<file path="config.mk">
export PLATFORM = sky130hd
export DESIGN_NAME = uart_rx_cfg
export DESIGN_NICKNAME = d
export VERILOG_FILES = /design/src/rtl/uart_rx_cfg.sv
export SDC_FILE = /design/constraint.sdc
export NUM_CORES = 1
export LEC_CHECK = 0
export BUFFER_PORTS_ARGS = -buffer_cell sky130_fd_sc_hd__buf_4
export CAP_MARGIN = 15
export CORE_UTILIZATION = 49
export DETAILED_ROUTE_END_ITERATION = 10
export MAX_ROUTING_LAYER = met4
export PLACE_DENSITY = 0.67
export SKIP_CTS_REPAIR_TIMING = 1
export SLEW_MARGIN = 40
export SYNTH_ARGS = -nofsm -noshare
export SYNTH_HDL_FRONTEND = slang
export SYNTH_SLANG_ARGS = --single-unit
export TNS_END_PERCENT = 20
</file>
<file path="constraint.sdc">
create_clock -name clk -period 2.9 [get_ports clk]
set_input_delay 0.58 -clock clk [delete_from_list [all_inputs] [get_ports clk]]
set_output_delay 0.58 -clock clk [all_outputs]
set_load 0.02 [all_outputs]
</file>
<file path="src/rtl/uart_rx_cfg.sv">
// Configurable oversampling UART receiver with majority-vote bit sampling
// and a first-word-fall-through receive FIFO carrying per-word error flags.
module uart_rx_cfg #(
  parameter int OVS        = 16,
  parameter int DATA_W     = 8,
  parameter int FIFO_DEPTH = 4
) (
  input  logic              clk,
  input  logic              rst,
  input  logic              rx,
  input  logic [3:0]        recep,
  input  logic [15:0]       BaudRate,
  input  logic [1:0]        parMode,
  input  logic              stop2,
  input  logic              rxRead,
  input  logic              clrOvr,
  output logic              rxValid,
  output logic [DATA_W-1:0] rxOut,
  output logic              rxPErr,
  output logic              rxFErr,
  output logic              rxOvr,
  output logic              busy
);

  localparam int PW = $clog2(OVS);
  localparam int CW = $clog2(DATA_W + 1);
  localparam int AW = $clog2(FIFO_DEPTH);
  localparam int WW = DATA_W + 2;

  localparam logic [PW-1:0] PH_S0  = PW'(OVS / 2 - 1);
  localparam logic [PW-1:0] PH_S1  = PW'(OVS / 2);
  localparam logic [PW-1:0] PH_S2  = PW'(OVS / 2 + 1);
  localparam logic [PW-1:0] PH_END = PW'(OVS - 1);

  typedef enum logic [2:0] {
    IDLE,
    START,
    DATA,
    PARITY,
    STOP
  } state_t;

  // ---------------------------------------------------------------------------
  // Line synchronizer; rx_d keeps the previous synchronized value for edge detect
  // ---------------------------------------------------------------------------
  logic rx_s1, rx_s2, rx_d;
  logic fall;

  // NOTE: sequential state uses non-blocking assignments so every flop samples
  // pre-edge values, regardless of statement order between always_ff blocks.
  always_ff @(posedge clk or negedge rst) begin
    if (!rst) begin
      rx_s1 <= 1'b1;
      rx_s2 <= 1'b1;
      rx_d  <= 1'b1;
    end else begin
      rx_s1 <= rx;
      rx_s2 <= rx_s1;
      rx_d  <= rx_s2;
    end
  end

  assign fall = rx_d & ~rx_s2;

  // ---------------------------------------------------------------------------
  // Oversample tick generator; restarted on start detection to align bit phase
  // ---------------------------------------------------------------------------
  state_t      state;
  logic [15:0] baud_cnt;
  logic [15:0] baud_lim;
  logic        tick;
  logic        start_det;

  assign start_det = (state == IDLE) && fall;
  assign baud_lim  = (BaudRate == 16'd0) ? 16'd0 : BaudRate - 16'd1;
  // >= also recovers if BaudRate shrinks below the running count
  assign tick      = (baud_cnt >= baud_lim);

  always_ff @(posedge clk or negedge rst) begin
    if (!rst) begin
      baud_cnt <= '0;
    end else if (start_det || tick) begin
      baud_cnt <= '0;
    end else begin
      baud_cnt <= baud_cnt + 16'd1;
    end
  end

  // ---------------------------------------------------------------------------
  // Frame-length clamp
  // ---------------------------------------------------------------------------
  logic [CW-1:0] recep_c;

  // NOTE: every branch assigns recep_c, so this stays combinational (no latch).
  always_comb begin
    if (recep < 4'd5) begin
      recep_c = CW'(5);
    end else if (32'(recep) > DATA_W) begin
      recep_c = CW'(DATA_W);
    end else begin
      recep_c = CW'(recep);
    end
  end

  // ---------------------------------------------------------------------------
  // Receive FSM
  // ---------------------------------------------------------------------------
  logic [PW-1:0]     ph;
  logic [CW-1:0]     recep_l;
  logic [CW-1:0]     bit_idx;
  logic [1:0]        par_l;
  logic              stop2_l;
  logic              stop_idx;
  logic              samp0, samp1;
  logic              maj;
  logic [DATA_W-1:0] shreg;
  logic [DATA_W-1:0] bit_mask;
  logic              perr, ferr;
  logic              par_en;
  logic              push;
  logic [WW-1:0]     push_word;

  assign maj       = (samp0 & samp1) | (samp0 & rx_s2) | (samp1 & rx_s2);
  assign par_en    = (par_l == 2'b01) || (par_l == 2'b10);
  assign push      = (state == STOP) && tick && (ph == PH_S2) && (stop_idx == stop2_l);
  // The final stop sample is folded in here because ferr only updates at this edge
  assign push_word = {ferr | ~maj, perr, shreg};
  assign busy      = (state != IDLE);

  always_ff @(posedge clk or negedge rst) begin
    if (!rst) begin
      state    <= IDLE;
      ph       <= '0;
      recep_l  <= '0;
      bit_idx  <= '0;
      par_l    <= 2'b00;
      stop2_l  <= 1'b0;
      stop_idx <= 1'b0;
      samp0    <= 1'b1;
      samp1    <= 1'b1;
      shreg    <= '0;
      bit_mask <= '0;
      perr     <= 1'b0;
      ferr     <= 1'b0;
    end else if (state == IDLE) begin
      if (fall) begin
        state    <= START;
        ph       <= '0;
        recep_l  <= recep_c;
        par_l    <= parMode;
        stop2_l  <= stop2;
        bit_idx  <= '0;
        stop_idx <= 1'b0;
        shreg    <= '0;
        bit_mask <= DATA_W'(1);
        perr     <= 1'b0;
        ferr     <= 1'b0;
      end
    end else if (tick) begin
      ph <= (ph == PH_END) ? '0 : ph + PW'(1);
      if (ph == PH_S0) samp0 <= rx_s2;
      if (ph == PH_S1) samp1 <= rx_s2;

      case (state)
        START: begin
          if ((ph == PH_S2) && maj) begin
            state <= IDLE;
          end else if (ph == PH_END) begin
            state <= DATA;
          end
        end

        DATA: begin
          if ((ph == PH_S2) && maj) shreg <= shreg | bit_mask;
          if (ph == PH_END) begin
            bit_mask <= bit_mask << 1;
            bit_idx  <= bit_idx + CW'(1);
            if (bit_idx == recep_l - CW'(1)) begin
              state <= par_en ? PARITY : STOP;
            end
          end
        end

        PARITY: begin
          if (ph == PH_S2) perr <= ((^shreg) ^ maj) != (par_l == 2'b10);
          if (ph == PH_END) state <= STOP;
        end

        STOP: begin
          if (ph == PH_S2) begin
            if (!maj) ferr <= 1'b1;
            if (stop_idx == stop2_l) state <= IDLE;
          end
          if (ph == PH_END) stop_idx <= 1'b1;
        end

        default: state <= IDLE;
      endcase
    end
  end

  // ---------------------------------------------------------------------------
  // Receive FIFO (first-word fall-through)
  // ---------------------------------------------------------------------------
  logic [WW-1:0] mem [FIFO_DEPTH];
  logic [AW:0]   wr_ptr, rd_ptr;
  logic          empty, full, pop, wr_en;
  logic          ovr;
  logic [WW-1:0] head;

  assign empty = (wr_ptr == rd_ptr);
  assign full  = (wr_ptr[AW] != rd_ptr[AW]) && (wr_ptr[AW-1:0] == rd_ptr[AW-1:0]);
  assign pop   = rxRead && !empty;
  // A same-cycle pop frees the slot being written, so a full push still fits
  assign wr_en = push && (!full || pop);

  // NOTE: storage is deliberately not reset; the pointers define validity and
  // the outputs are gated to zero while empty.
  always_ff @(posedge clk) begin
    if (wr_en) mem[wr_ptr[AW-1:0]] <= push_word;
  end

  always_ff @(posedge clk or negedge rst) begin
    if (!rst) begin
      wr_ptr <= '0;
      rd_ptr <= '0;
      ovr    <= 1'b0;
    end else begin
      if (wr_en) wr_ptr <= wr_ptr + (AW + 1)'(1);
      if (pop)   rd_ptr <= rd_ptr + (AW + 1)'(1);
      if (push && full && !pop) begin
        ovr <= 1'b1;
      end else if (clrOvr) begin
        ovr <= 1'b0;
      end
    end
  end

  assign head                      = mem[rd_ptr[AW-1:0]];
  assign rxValid                   = !empty;
  assign {rxFErr, rxPErr, rxOut}   = empty ? '0 : head;
  assign rxOvr                     = ovr;

endmodule
</file>
==> run_results.csv <==
group,metric,value,unit
global_routing,overflow,0,
global_routing,grt_busiest_layer,"met2",
routing,routed_via_density,5.37,
clocking,cts_max_level,3,
clocking,cts_buffers,9,
synthesis,synth_xor_area_share,7.68,%
outcome,status,"finished, violations left",
power_and_ir_drop,p_per_area,458,nW/um^2
routing,drc,0,
sta,max_slew.worst_pin.slew,0.596,ns
clocking,clockBufferDepth,2,
die,initial_utilization,50.5,%
synthesis,synth_compound_area_share,8.23,%
worst_setup_path,reg2reg_slack,0.24,ns
routing,wirelength,11.4,mm
place,post_dp_cell_area,6320,sq um
sta,fin_tns_setup,-49.56,ns
worst_setup_path,regToRegStartpoint,"baud_cnt[13]",
outcome,violations,"negative setup slack",
global_routing,gr-usage-all-layers,20.6,%
synthesis,yosysWarnings,0,
synthesis,yosysTopAreaCellShare,27.4,%
global_routing,grt_use_met2,32.9,%
synthesis,synth_enable_flop_cells,40,
sta,timing.fmax,0.274,GHz
place,gp_congestion,0.812,
worst_setup_path,timing.critical_path.from_type,"input port",
sta,setup_viol,92,
synthesis,synthTopCellsByCount,"nand2_1 (61), dfrtp_1 (60), edfxtp_1 (40), ha_1 (30), nor2_1 (30)",
die,chipWidth,108,microns
routing,firstDrtPassIters,4,
place,dp_slack,-1.34,ns
routing,drtIter0Drc,153,
die,core_area,10800,sq um
synthesis,synth_top_family_by_area,"simple AND/OR/NAND/NOR gates",
sta,clock_skew,0.00598,ns
sta,final-hold-violation-count,0,
synthesis,synthTopCellsByArea,"dfrtp_1 (27%), edfxtp_1 (22%), ha_1 (6.9%)",
sta,drv_slew,0,
sta,setup_ws,-0.752,ns
global_routing,grtUsageMet3,4.18,%
die,die_height,108,microns
synthesis,ys_ff_latch,105,
global_routing,use_met1,27.0,%
finish,final_area,6840,sq um
synthesis,yosys.area.top_type,"dfrtp_1",
worst_setup_path,cp.arrival,3.96,ns
sta,fin_crit,3.65,ns
worst_setup_path,critPathMaxFanout,4,
power_and_ir_drop,p_leak,3.07,nW
sta,finalCritPeriodShare,126,%
synthesis,ys_async_sr_fraction,61.9,%
place,io_buffers,40,
worst_setup_path,crit_type,"in -> reg",
routing,wl_per_cell,15.7,microns
clocking,cts.reportedPaths.clkPinSlew,0.10,ns
job,maxCapViolCount,0,
worst_hold_path,hp-class,"in -> async",
clocking,cts_sinks,105,
sta,slew_headroom,60.1,%
synthesis,synthFlopType,"dfrtp_1",
die,ios,41,
finish,drive_above_1_share,28.9,%
worst_setup_path,cp-end-kind,"register",
synthesis,synth_mux_area_share,6.99,%
power_and_ir_drop,power.total,0.00313,W
synthesis,yosys.area_share.simple,15.5,%
routing,ant_nets,0,
worst_setup_path,ff2ff_path_depth,8,
routing,vias,3888,
synthesis,synth_cell_type_count,60,
finish,syn_to_final_growth,24.9,%
power_and_ir_drop,vdd_drop_max,551,uV
synthesis,ys_seq_area_share,51.8,%
synthesis,avgSynthCellArea,11.4,sq um
global_routing,grt_antenna_before_repair,0,
synthesis,yosysMostFrequentCell,"nand2_1",
finish,fin_nets,637,
die,floorplan.die_area,11600,sq um
sta,holdWs,0.184,ns
synthesis,synth_nets,540,
place,hpwl,7.80,mm
clocking,cts_root_buffer,"clkbuf_8",
die,core.rowCount,38,
global_routing,grt_pass1_wl,18.1,mm
synthesis,synth_fa_ha_area_share,7.04,%
global_routing,grt_pass1_vias,3827,
sta,rsz0062_at_grt,"yes",
worst_setup_path,r2r_end,"bit_idx[2]",
finish,n_antenna_cell,0,
global_routing,grt_start_max_net_pins,66,
synthesis,netlist_instances,482,
worst_setup_path,required,3.21,ns
clocking,cts_tree,"built",
synthesis,syn_area,5470,sq um
clocking,clock_latency,0.38,ns
-- metrics by stage --
step | std cells | utilization [%]
detailed placement | 697 | 58.3
floorplan | 482 | -
global route | 724 | 63.1
CTS | 713 | 59.9
finish | 724 | 63.1
global placement | 697 | 58.3
-- registers in the layout, indices dropped and copies added (netlist names), 4 cells and up --
register / flops
mem: 40
baud_cnt: 16
bit_mask: 8
shreg: 8
bit_idx: 4
ph: 4
recep_l: 4
-- cells by family (layout without fill, tap and decap cells) --
kind of cell / Yosys count / after routing
compound gates: 66 / 66
xor+xnor: 48 / 48
fa+ha+maj: 31 / 31
buf+inv: 39 / 138
flops: 105 / 105
mux: 25 / 25
simple gates: 168 / 171
-- routing by layer --
layer	vias to the layer above	share of wire, %
li1	1907	-
met1	1916	46
met2	53	50
met3	12	2.8
met4	0	1.1
met5	-	0
-- power breakdown --
part | internal, W | total (W) | leakage, nW | switching [W]
Clock | 0.000325 | 0.000841 | 0.0879 | 0.000517
Combinational | 0.000297 | 0.000582 | 1.77 | 0.000284
Sequential | 0.00160 | 0.00171 | 1.21 | 0.000111
-- worst max path at each step --
stage	startpoint	end	slack (ns)
6_report	BaudRate[11]	bit_idx[2]	-0.75
5_1_grt	BaudRate[5]	bit_idx[2]	-0.87
4_1_cts	BaudRate[2]	ph[3]	-0.95
3_5_place_dp	BaudRate[11]	ph[3]	-1.34
3_3_place_gp	BaudRate[11]	ph[3]	-1.23
2_1_floorplan	BaudRate[2]	stop_idx	-0.82
-- layout make-up --
type | instances | area, sq um
Timing Repair Buffer | 97 | 782
Tap cell | 140 | 175
Fill cell | 872 | 4000
Sequential cell | 105 | 2830
Clock inverter | 6 | 51.3
Clock buffer | 10 | 128
Inverter | 25 | 93.8
Multi-Input combinational cell | 341 | 2780
-- worst max-delay path, stage by stage --
cell	delay, ns
buf_4	0.11
or4_4	0.58
nor3_4	0.15
buf_4	0.13
nand2_2	0.05
xnor2_2	0.14
nand2_1	0.12
ha_4	0.30
nand4_4	0.10
nor3_2	0.17
or4b_4	0.53
a31o_4	0.27
buf_6	0.13
or4_4	0.47
a21oi_2	0.12
-- layout by cell type, fill, tap and decap left out, types with 10 or more instances in the layout --
master    count
a21oi_1      12
dfrtp_1      60
inv_1        25
buf_4        86
xor2_1       21
nor2b_1      11
o21ai_0      12
mux4_2       10
nand2_1      59
edfxtp_1     40
ha_1         28
nor2_1       29
xnor2_1      26
Power figures use the tool's default switching activity.
